==> src/rtl/alu_pkg.sv <==
// rtl/alu_pkg.sv - ALU op-code constants and datapath width shared by the arbiter slice
package alu_pkg;

  localparam int ALU_W = 32;

  localparam logic [3:0] ALU_AND = 4'b0000;
  localparam logic [3:0] ALU_OR  = 4'b0001;
  localparam logic [3:0] ALU_ADD = 4'b0010;
  localparam logic [3:0] ALU_SUB = 4'b0110;
  localparam logic [3:0] ALU_SLT = 4'b0111;

endpackage

==> src/rtl/rr_arbiter.sv <==
// rtl/rr_arbiter.sv - combinational round-robin grant, cyclic search starting at ptr
module rr_arbiter #(
  parameter int NREQ = 3,
  parameter int IDW  = 2
) (
  input  logic [NREQ-1:0] req,
  input  logic [IDW-1:0]  ptr,
  input  logic            enable,
  output logic [NREQ-1:0] gnt,
  output logic [IDW-1:0]  gnt_idx
);

  logic found;

  // Two passes: indices ptr..NREQ-1 first, then wrap to 0..ptr-1.
  always_comb begin
    gnt     = '0;
    gnt_idx = '0;
    found   = 1'b0;
    for (int i = 0; i < NREQ; i++) begin
      if (!found && req[i] && (i >= int'(ptr))) begin
        found   = 1'b1;
        gnt[i]  = enable;
        gnt_idx = IDW'(i);
      end
    end
    for (int i = 0; i < NREQ; i++) begin
      if (!found && req[i] && (i < int'(ptr))) begin
        found   = 1'b1;
        gnt[i]  = enable;
        gnt_idx = IDW'(i);
      end
    end
  end

endmodule

==> src/rtl/alu_arbiter.sv <==
// rtl/alu_arbiter.sv - round-robin sharing of one ALU among NREQ requesters, registered result
// Optional illegal-op reporting on resp_err is enabled by defining ALU_ARB_OPCHECK_EN.
module alu_arbiter
  import alu_pkg::*;
#(
  parameter int NREQ = 3,
  parameter int IDW  = 2,
  parameter int W    = ALU_W
) (
  input  logic              clk,
  input  logic              reset,
  input  logic [NREQ-1:0]   req_valid,
  output logic [NREQ-1:0]   req_ready,
  input  logic [NREQ*W-1:0] req_srca,
  input  logic [NREQ*W-1:0] req_srcb,
  input  logic [NREQ*4-1:0] req_alucontrol,
  output logic              resp_valid,
  input  logic              resp_ready,
  output logic [IDW-1:0]    resp_id,
  output logic [W-1:0]      resp_aluout,
  output logic              resp_zero,
  output logic              resp_err
);

  logic [IDW-1:0] ptr_q, ptr_d;
  logic           resp_valid_q, resp_valid_d;
  logic [IDW-1:0] resp_id_q, resp_id_d;
  logic [W-1:0]   resp_aluout_q, resp_aluout_d;
  logic           resp_zero_q, resp_zero_d;

  logic            can_issue;
  logic            issue;
  logic [NREQ-1:0] gnt;
  logic [IDW-1:0]  gnt_idx;
  logic [W-1:0]    srca, srcb, diff, alu_res;
  logic [3:0]      op;
  logic            alu_zero;
`ifdef ALU_ARB_OPCHECK_EN
  logic            op_bad;
  logic            resp_err_q, resp_err_d;
`endif

  assign can_issue = !resp_valid_q || resp_ready;

  rr_arbiter #(.NREQ(NREQ), .IDW(IDW)) u_rr (
    .req     (req_valid),
    .ptr     (ptr_q),
    .enable  (can_issue),
    .gnt     (gnt),
    .gnt_idx (gnt_idx)
  );

  assign req_ready = gnt;
  assign issue     = |gnt;

  // Operand select keys off the index, not the gated grant, so it never depends on backpressure.
  always_comb begin
    srca = '0;
    srcb = '0;
    op   = '0;
    for (int i = 0; i < NREQ; i++) begin
      if (gnt_idx == IDW'(i)) begin
        srca = req_srca[i*W +: W];
        srcb = req_srcb[i*W +: W];
        op   = req_alucontrol[i*4 +: 4];
      end
    end
  end

  always_comb begin
    diff     = srca - srcb;
    alu_zero = (srca == srcb);
`ifdef ALU_ARB_OPCHECK_EN
    op_bad   = 1'b0;
`endif
    case (op)
      ALU_AND: alu_res = srca & srcb;
      ALU_OR:  alu_res = srca | srcb;
      ALU_ADD: alu_res = srca + srcb;
      ALU_SUB: alu_res = diff;
      ALU_SLT: alu_res = diff >> (W-1);
      default: begin
        alu_res = '0;
`ifdef ALU_ARB_OPCHECK_EN
        op_bad   = 1'b1;
        alu_zero = 1'b0;
`endif
      end
    endcase
  end

  always_comb begin
    ptr_d         = ptr_q;
    resp_valid_d  = resp_valid_q;
    resp_id_d     = resp_id_q;
    resp_aluout_d = resp_aluout_q;
    resp_zero_d   = resp_zero_q;
`ifdef ALU_ARB_OPCHECK_EN
    resp_err_d    = resp_err_q;
`endif
    if (issue) begin
      resp_valid_d  = 1'b1;
      resp_id_d     = gnt_idx;
      resp_aluout_d = alu_res;
      resp_zero_d   = alu_zero;
`ifdef ALU_ARB_OPCHECK_EN
      resp_err_d    = op_bad;
`endif
      ptr_d = (gnt_idx == IDW'(NREQ-1)) ? '0 : gnt_idx + IDW'(1);
    end else if (resp_ready) begin
      resp_valid_d = 1'b0;
    end
  end

  always_ff @(posedge clk) begin
    if (reset) begin
      ptr_q         <= '0;
      resp_valid_q  <= 1'b0;
      resp_id_q     <= '0;
      resp_aluout_q <= '0;
      resp_zero_q   <= 1'b0;
`ifdef ALU_ARB_OPCHECK_EN
      resp_err_q    <= 1'b0;
`endif
    end else begin
      ptr_q         <= ptr_d;
      resp_valid_q  <= resp_valid_d;
      resp_id_q     <= resp_id_d;
      resp_aluout_q <= resp_aluout_d;
      resp_zero_q   <= resp_zero_d;
`ifdef ALU_ARB_OPCHECK_EN
      resp_err_q    <= resp_err_d;
`endif
    end
  end

  assign resp_valid  = resp_valid_q;
  assign resp_id     = resp_id_q;
  assign resp_aluout = resp_aluout_q;
  assign resp_zero   = resp_zero_q;
`ifdef ALU_ARB_OPCHECK_EN
  assign resp_err    = resp_err_q;
`else
  assign resp_err    = 1'b0;
`endif

endmodule

==> config.mk <==
export PLATFORM = sky130hd
export DESIGN_NAME = alu_arbiter
export DESIGN_NICKNAME = d
export VERILOG_FILES = /design/src/rtl/alu_pkg.sv /design/src/rtl/rr_arbiter.sv /design/src/rtl/alu_arbiter.sv
export SDC_FILE = /design/constraint.sdc
export NUM_CORES = 1
export LEC_CHECK = 0
export CAP_MARGIN = 20
export CELL_PAD_IN_SITES_DETAIL_PLACEMENT = 0
export CELL_PAD_IN_SITES_GLOBAL_PLACEMENT = 1
export CORE_MARGIN = 3
export CORE_UTILIZATION = 37
export CTS_BUF_LIST = sky130_fd_sc_hd__clkbuf_4 sky130_fd_sc_hd__clkbuf_8 sky130_fd_sc_hd__clkbuf_16
export DETAILED_ROUTE_END_ITERATION = 12
export MAX_ROUTING_LAYER = met4
export PLACE_DENSITY = 0.93
export SETUP_SLACK_MARGIN = 0.5
export SLEW_MARGIN = 25
export SYNTH_ARGS = -nofsm -noshare
export SYNTH_HDL_FRONTEND = slang
export SYNTH_SLANG_ARGS = --single-unit
==> constraint.sdc <==
create_clock -name clk -period 12.4 [get_ports clk]
set_input_delay 1.86 -clock clk [delete_from_list [all_inputs] [get_ports clk]]
set_output_delay 1.86 -clock clk [all_outputs]
set_load 0.01 [all_outputs]
# == Word level (Yosys, flattened, before mapping) ==
# Cells that the tools add are included.
# totals
output_inout_bits,40
register_bits,38
input_bits,210
# classes
n_addsub,3
n_bitwise,2
muxes,29
n_lt_le_gt_ge,6
eq_ne,7
n_reduce_logical,22
# ops
op,count
32-bit two-way mux,6
32-bit case mux with 5 select lines,1
32-bit adder,1
32-bit AND,1
32-bit == test,1
32-bit OR,1
32-bit subtractor,1
1-bit two-way mux,14
4-bit two-way mux,3
1-bit logical AND,11
2-bit two-way mux,5
4-bit by 3-bit == test with 1-bit output (second input constant),2
1-bit zero test,6
4-bit by 1-bit == test with 1-bit output (second input constant),1
4-bit by 2-bit == test with 1-bit output (second input constant),1
1-bit by 2-bit greater-or-equal comparator with 1-bit output (first input constant),2
4-bit zero test,1
1-bit by 2-bit < comparator with 1-bit output (first input constant),2
3-bit OR reduction,1
2-bit by 1-bit adder with 2-bit output (second input constant),1
2-bit by 1-bit == test with 1-bit output (second input constant),1
2-bit == test (second input constant),1
2-bit greater-or-equal comparator (first input constant),1
2-bit zero test,1
3 further kinds,3

# == Depth between registers and ports, before layout ==
# depth
ltp_word,29
depth_mapped,20
depth_no_buf,17

# == By module ==
# A second synthesis with hierarchy kept.
# hier_totals
cells_unflattened,1147
hier_area_um2,8144.1
# by_module_without_submodules
mod,n_inst,area_per_inst_um2,seq_area_each_um2,cells_per_inst
alu_arbiter,1,8042.7,760.7,1132
rr_arbiter,1,101.3,0.0,15

# == Least setup slack after synthesis ==
# OpenSTA, ideal clock, no wires.
# synth_path
kind,input port to flip-flop
start,input port req_valid[2]
end,register resp_aluout_q[22] (netlist: resp_aluout[22])
setup_slack_ns,6.348
setup_time_ns,0.128
path_stages,18
t_required_ns,12.272
n_path_buf,2
arrival_time_ns,5.924
path_cell_list,a21oi_2 > o211ai_2 > clkbuf_1 > buf_1 > mux2i_1 > nand2_1 > o21a_1 > ha_1 > fa_1 > o21ba_1 > or4_4 > a31oi_1 > o2111ai_1 > a211oi_1 > o31ai_1 > xor2_1 > a222oi_1 > nor2_1
# synth_between
elab_chain_len,21
elab_cells_between_ends,45
classes_between,2 x add/sub; 6 x eq/ne; 21 x mux; 2 x bitwise; 14 x reduce/logical
# synth_rtl
element,line_no,source
"start, declared",alu_arbiter.sv:12,"input logic [NREQ-1:0] req_valid,"
1-bit logical AND (2 in series),rr_arbiter.sv:21,if (!found && req[i] && (i >= int'(ptr))) begin
1-bit two-way mux,rr_arbiter.sv:21,
1-bit zero test,rr_arbiter.sv:28,if (!found && req[i] && (i < int'(ptr))) begin
1-bit logical AND (2 in series),rr_arbiter.sv:28,
1-bit two-way mux,rr_arbiter.sv:28,
1-bit zero test,rr_arbiter.sv:28,
1-bit logical AND (2 in series),rr_arbiter.sv:28,
1-bit two-way mux,rr_arbiter.sv:28,
1-bit zero test,rr_arbiter.sv:28,
1-bit logical AND (2 in series),rr_arbiter.sv:28,
2-bit two-way mux,rr_arbiter.sv:28,
2-bit zero test,alu_arbiter.sv:62,if (gnt_idx == IDW'(i)) begin
32-bit two-way mux or 4-bit two-way mux (tied branches) (3 in series),alu_arbiter.sv:62,
32-bit subtractor (tied with other cells),alu_arbiter.sv:71,diff = srca - srcb;
32-bit case mux with 5 select lines,alu_arbiter.sv:76,case (op)
"end signal, assigned",alu_arbiter.sv:129,resp_aluout_q <= resp_aluout_d;
"end, declared",alu_arbiter.sv:28,"logic [W-1:0] resp_aluout_q, resp_aluout_d;"
# Parallel ways exist; a longest one is shown, timed or not.
# A chain may end at the register's enable or synchronous reset.

# == Worst setup path after layout ==
# layout_path
start,input port req_valid[2]
end,register resp_aluout_q[20] (netlist: resp_aluout[20])
# Same word-level chain as after synthesis.

==> flow_summary.toml <==
[outcome]
status = "completed"

[cts]
htree_levels = 2
clk_path_buf_depth = 2
postCtsSetupRepairBufs = 0
cts_sinks = 38
cts_tree = "built"
clockRootBuffer = "clkbuf_16"
path_clk_slew_ns = 0.07
clk-insertion-delay-late_ns = 0.31
cts_buffers = 5
cts_hold_buf = 0
cts_resized = 0

[floorplanning]
die-area_mm2 = 0.0229
ios = 250
initial_core_util = 0.381
die_height_um = 151
die_x_um = 151
num_rows = 52
coreArea_mm2 = 0.0205

[synth]
yosys_warnings = 0
synth-xor-area-share = 0.0269
synth_edf_count = 0
seq_area_frac_synth = 0.0973
synth_compound_area_frac = 0.326
synth_seq_cells = 38
synthMuxAreaShare = 0.112
syn_inst = 1094
synth.top_cell.area_share = 0.152
synthDistinctLibCells = 86
synth_top_family_by_area = "compound AO/OA/AOI/OAI gates"
synth_area_leader_cell = "ha_1"
synthArstFlopShare = 0
synthFlopType = "dfxtp_1"
syn_area_per_cell_um2 = 7.14
syn_nets = 1401
synthSimpleGateAreaFrac = 0.189
synth.area.top_cells = "ha_1 (15%), dfxtp_1 (9.7%), mux2i_1 (9.1%), nand2_1 (6.0%), o21a_1 (6.0%)"
synth_area_mm2 = 0.00782
synthAdderAreaFrac = 0.157

[drt]
vias_per_cell = 5.62
drt_pre_antenna_iters = 5
route.detailed.drc = 0
drtIter0Drc = 728
vias = 8737
wl_per_cell_um = 18.5
antenna_left = 0
wl_um = 28700

[setup_path]
worstSetupPathType = "in -> reg"
start_kind = "input port"
crit_chain = "clkdlybuf4s50_1, a21oi_2, o211ai_4, buf_4, mux2i_1, nand2_1, o21ai_0, inv_1, ha_1, fa_1, a211oi_2, o211a_1, o21ai_1, a21o_1, a31oi_1, o21ai_0, a2111oi_0, a211oi_1, o31ai_1"
crit_path_max_fanout = 42
cp.arrival_ns = 6.81
cp_top_family = "compound AO/OA/AOI/OAI gates"
path_buf_inv = 3
critPathMaxStageDelay_ns = 0.60
crit_path_end_kind = "register"
cp_common_cell = "o21ai_0"
required_ns = 12.62
cpMaxStageDelayCell = "clkdlybuf4s50_1"

[placed_design]
hpwlAfterDp_um = 22300
gp_congestion = 0.924
portBuffers = 248

[timing]
hold_viol_final = 0
max_freq_mhz = 152
setup_viol = 0
setup_tns_ns = 0
fin_crit_ns = 6.59
skew_ns = 0.00879
slew_viol_final = 0
fin_crit_sh = 0.532
slew_headroom = 0.440
tightest_slew_ns = 0.840
rsz0062_at_grt = "false"

[cells_and_area]
layout-drive-gt1-share = 0.0443
fin_nets = 1592
final_common_cell = "clkdlybuf4s50_1"
multi_input_area_mm2 = 0.00636
n_antenna_cell = 0
nFillCells = 2043
area_growth_pct = 35.0
register_area_um2 = 761
fin_util = 0.515
final_cell_mix = "clkdlybuf4s50_1 (248), nand2_1 (124), inv_1 (97), ha_1 (95), a21oi_1 (90)"

[grt]
grt_pass1_vias = 8332
grt_max_degree = 82
grt.total_usage = 0.249
grt_overflow = 0
grt_antenna_before_repair = 0
grt_pass1_wl_um = 44400

[power]
powerDensity_mw_per_mm2 = 95.0
p_clk_frac = 0.146
p_int_mw = 0.513
sw_frac_of_total = 0.488
switching_power_mw = 0.490
seq_power_share = 0.131
leakage_nw = 4.60
vdd_drop_max_uv = 54.3
p_comb_frac = 0.724

[worst_hold_path]
hold_path.class = "reg -> reg"

[job]
drv_cap = 0
==> through the flow <==
step / setup slack [ns] / power [mW] / cells / cell area (µm²) / hold slack [ns]
floorplan: 6.35 / 0.631 / 1094 / 7820 / 0.476
global placement: 5.66 / 0.845 / 1548 / 10400 / 0.442
detailed placement: 5.51 / 0.846 / 1548 / 10400 / 0.446
CTS: 5.82 / 0.996 / 1556 / 10600 / 0.455
global route: 5.36 / 1.08 / 1556 / 10600 / 0.479
finish: 5.81 / 1.00 / 1556 / 10600 / 0.453
==> worst register-to-register path: stages, from the launching register on <==
cell and delay, ns:
dfxtp_1 0.43, a21oi_2 0.10, o211ai_4 0.17, buf_4 0.56
mux2i_1 0.29, nand2_1 0.06, o21ai_0 0.17, inv_1 0.09
ha_1 0.25, fa_1 0.48, a211oi_2 0.32, o211a_1 0.28
o21ai_1 0.13, a21o_1 0.21, a31oi_1 0.21, o21ai_0 0.21
a2111oi_0 0.49, a211oi_1 0.10, o31ai_1 0.23
==> final timing paths <==
path                                    from               to  slack (ns)  cells past startpoint
worst max-delay path            req_valid[2]  resp_aluout[20]        5.81                     19
worst min-delay path               resp_zero        resp_zero        0.45                      2
worst max register to register      ptr_q[1]  resp_aluout[20]        7.56                     18
worst min register to register     resp_zero        resp_zero        0.45                      2
==> cell usage after synthesis (10+ instances only) <==
| cell | count |
|---|---|
| clkbuf_1 | 36 |
| inv_1 | 97 |
| ha_1 | 95 |
| nor3_1 | 21 |
| o211ai_1 | 13 |
| mux2i_1 | 71 |
| nor2_1 | 64 |
| o21bai_1 | 10 |
| o21ai_1 | 11 |
| nand2_1 | 124 |
| nand2b_1 | 10 |
| o21a_1 | 62 |
| a211oi_1 | 25 |
| a21oi_1 | 90 |
| a21o_1 | 11 |
| xnor2_1 | 20 |
| dfxtp_1 | 38 |
| nand3_1 | 19 |
| buf_2 | 28 |
| o21ai_0 | 49 |
==> layer usage <==
layer | up-vias | GRT usage | part of all wire
met4 | 0 | 0.0481 | 0.017
met2 | 367 | 0.412 | 0.46
li1 | 4315 | - | -
met3 | 37 | 0.0326 | 0.082
met1 | 4018 | 0.328 | 0.44
met5 | - | - | 0
==> registers in the layout (all words and copies together) (netlist names) <==
name / cells
ptr_q: 2
resp_zero: 1
resp_id: 2
resp_aluout: 32
resp_valid: 1
==> logic make-up after synthesis <==
family	Yosys count
fa+ha+maj	97
simple gates	311
xor+xnor	24
flops	38
buf+inv	174
other cells	1
mux	82
compound gates	367
==> area by class of cell <==
| cell class | instances | share of cell area |
|---|---|---|
| clock buffers | 7 | 0.0139 |
| clock inverters | 1 | 0.000474 |
| inverters | 98 | 0.0349 |
| multi-input cells | 882 | 0.603 |
| flip-flops and latches | 38 | 0.0721 |
| well taps | 270 | 0.0320 |
| repair buffers | 260 | 0.244 |
==> power groups by stage <==
stage / registers, mW / clock network (mW) / logic, mW
finish: 0.131 / 0.146 / 0.726
global route: 0.132 / 0.151 / 0.797
CTS: 0.131 / 0.148 / 0.717
detailed placement: 0.134 / 0 / 0.712
global placement: 0.134 / 0 / 0.711
floorplan: 0.135 / 0 / 0.496
(Power assumes the default switching activity.)
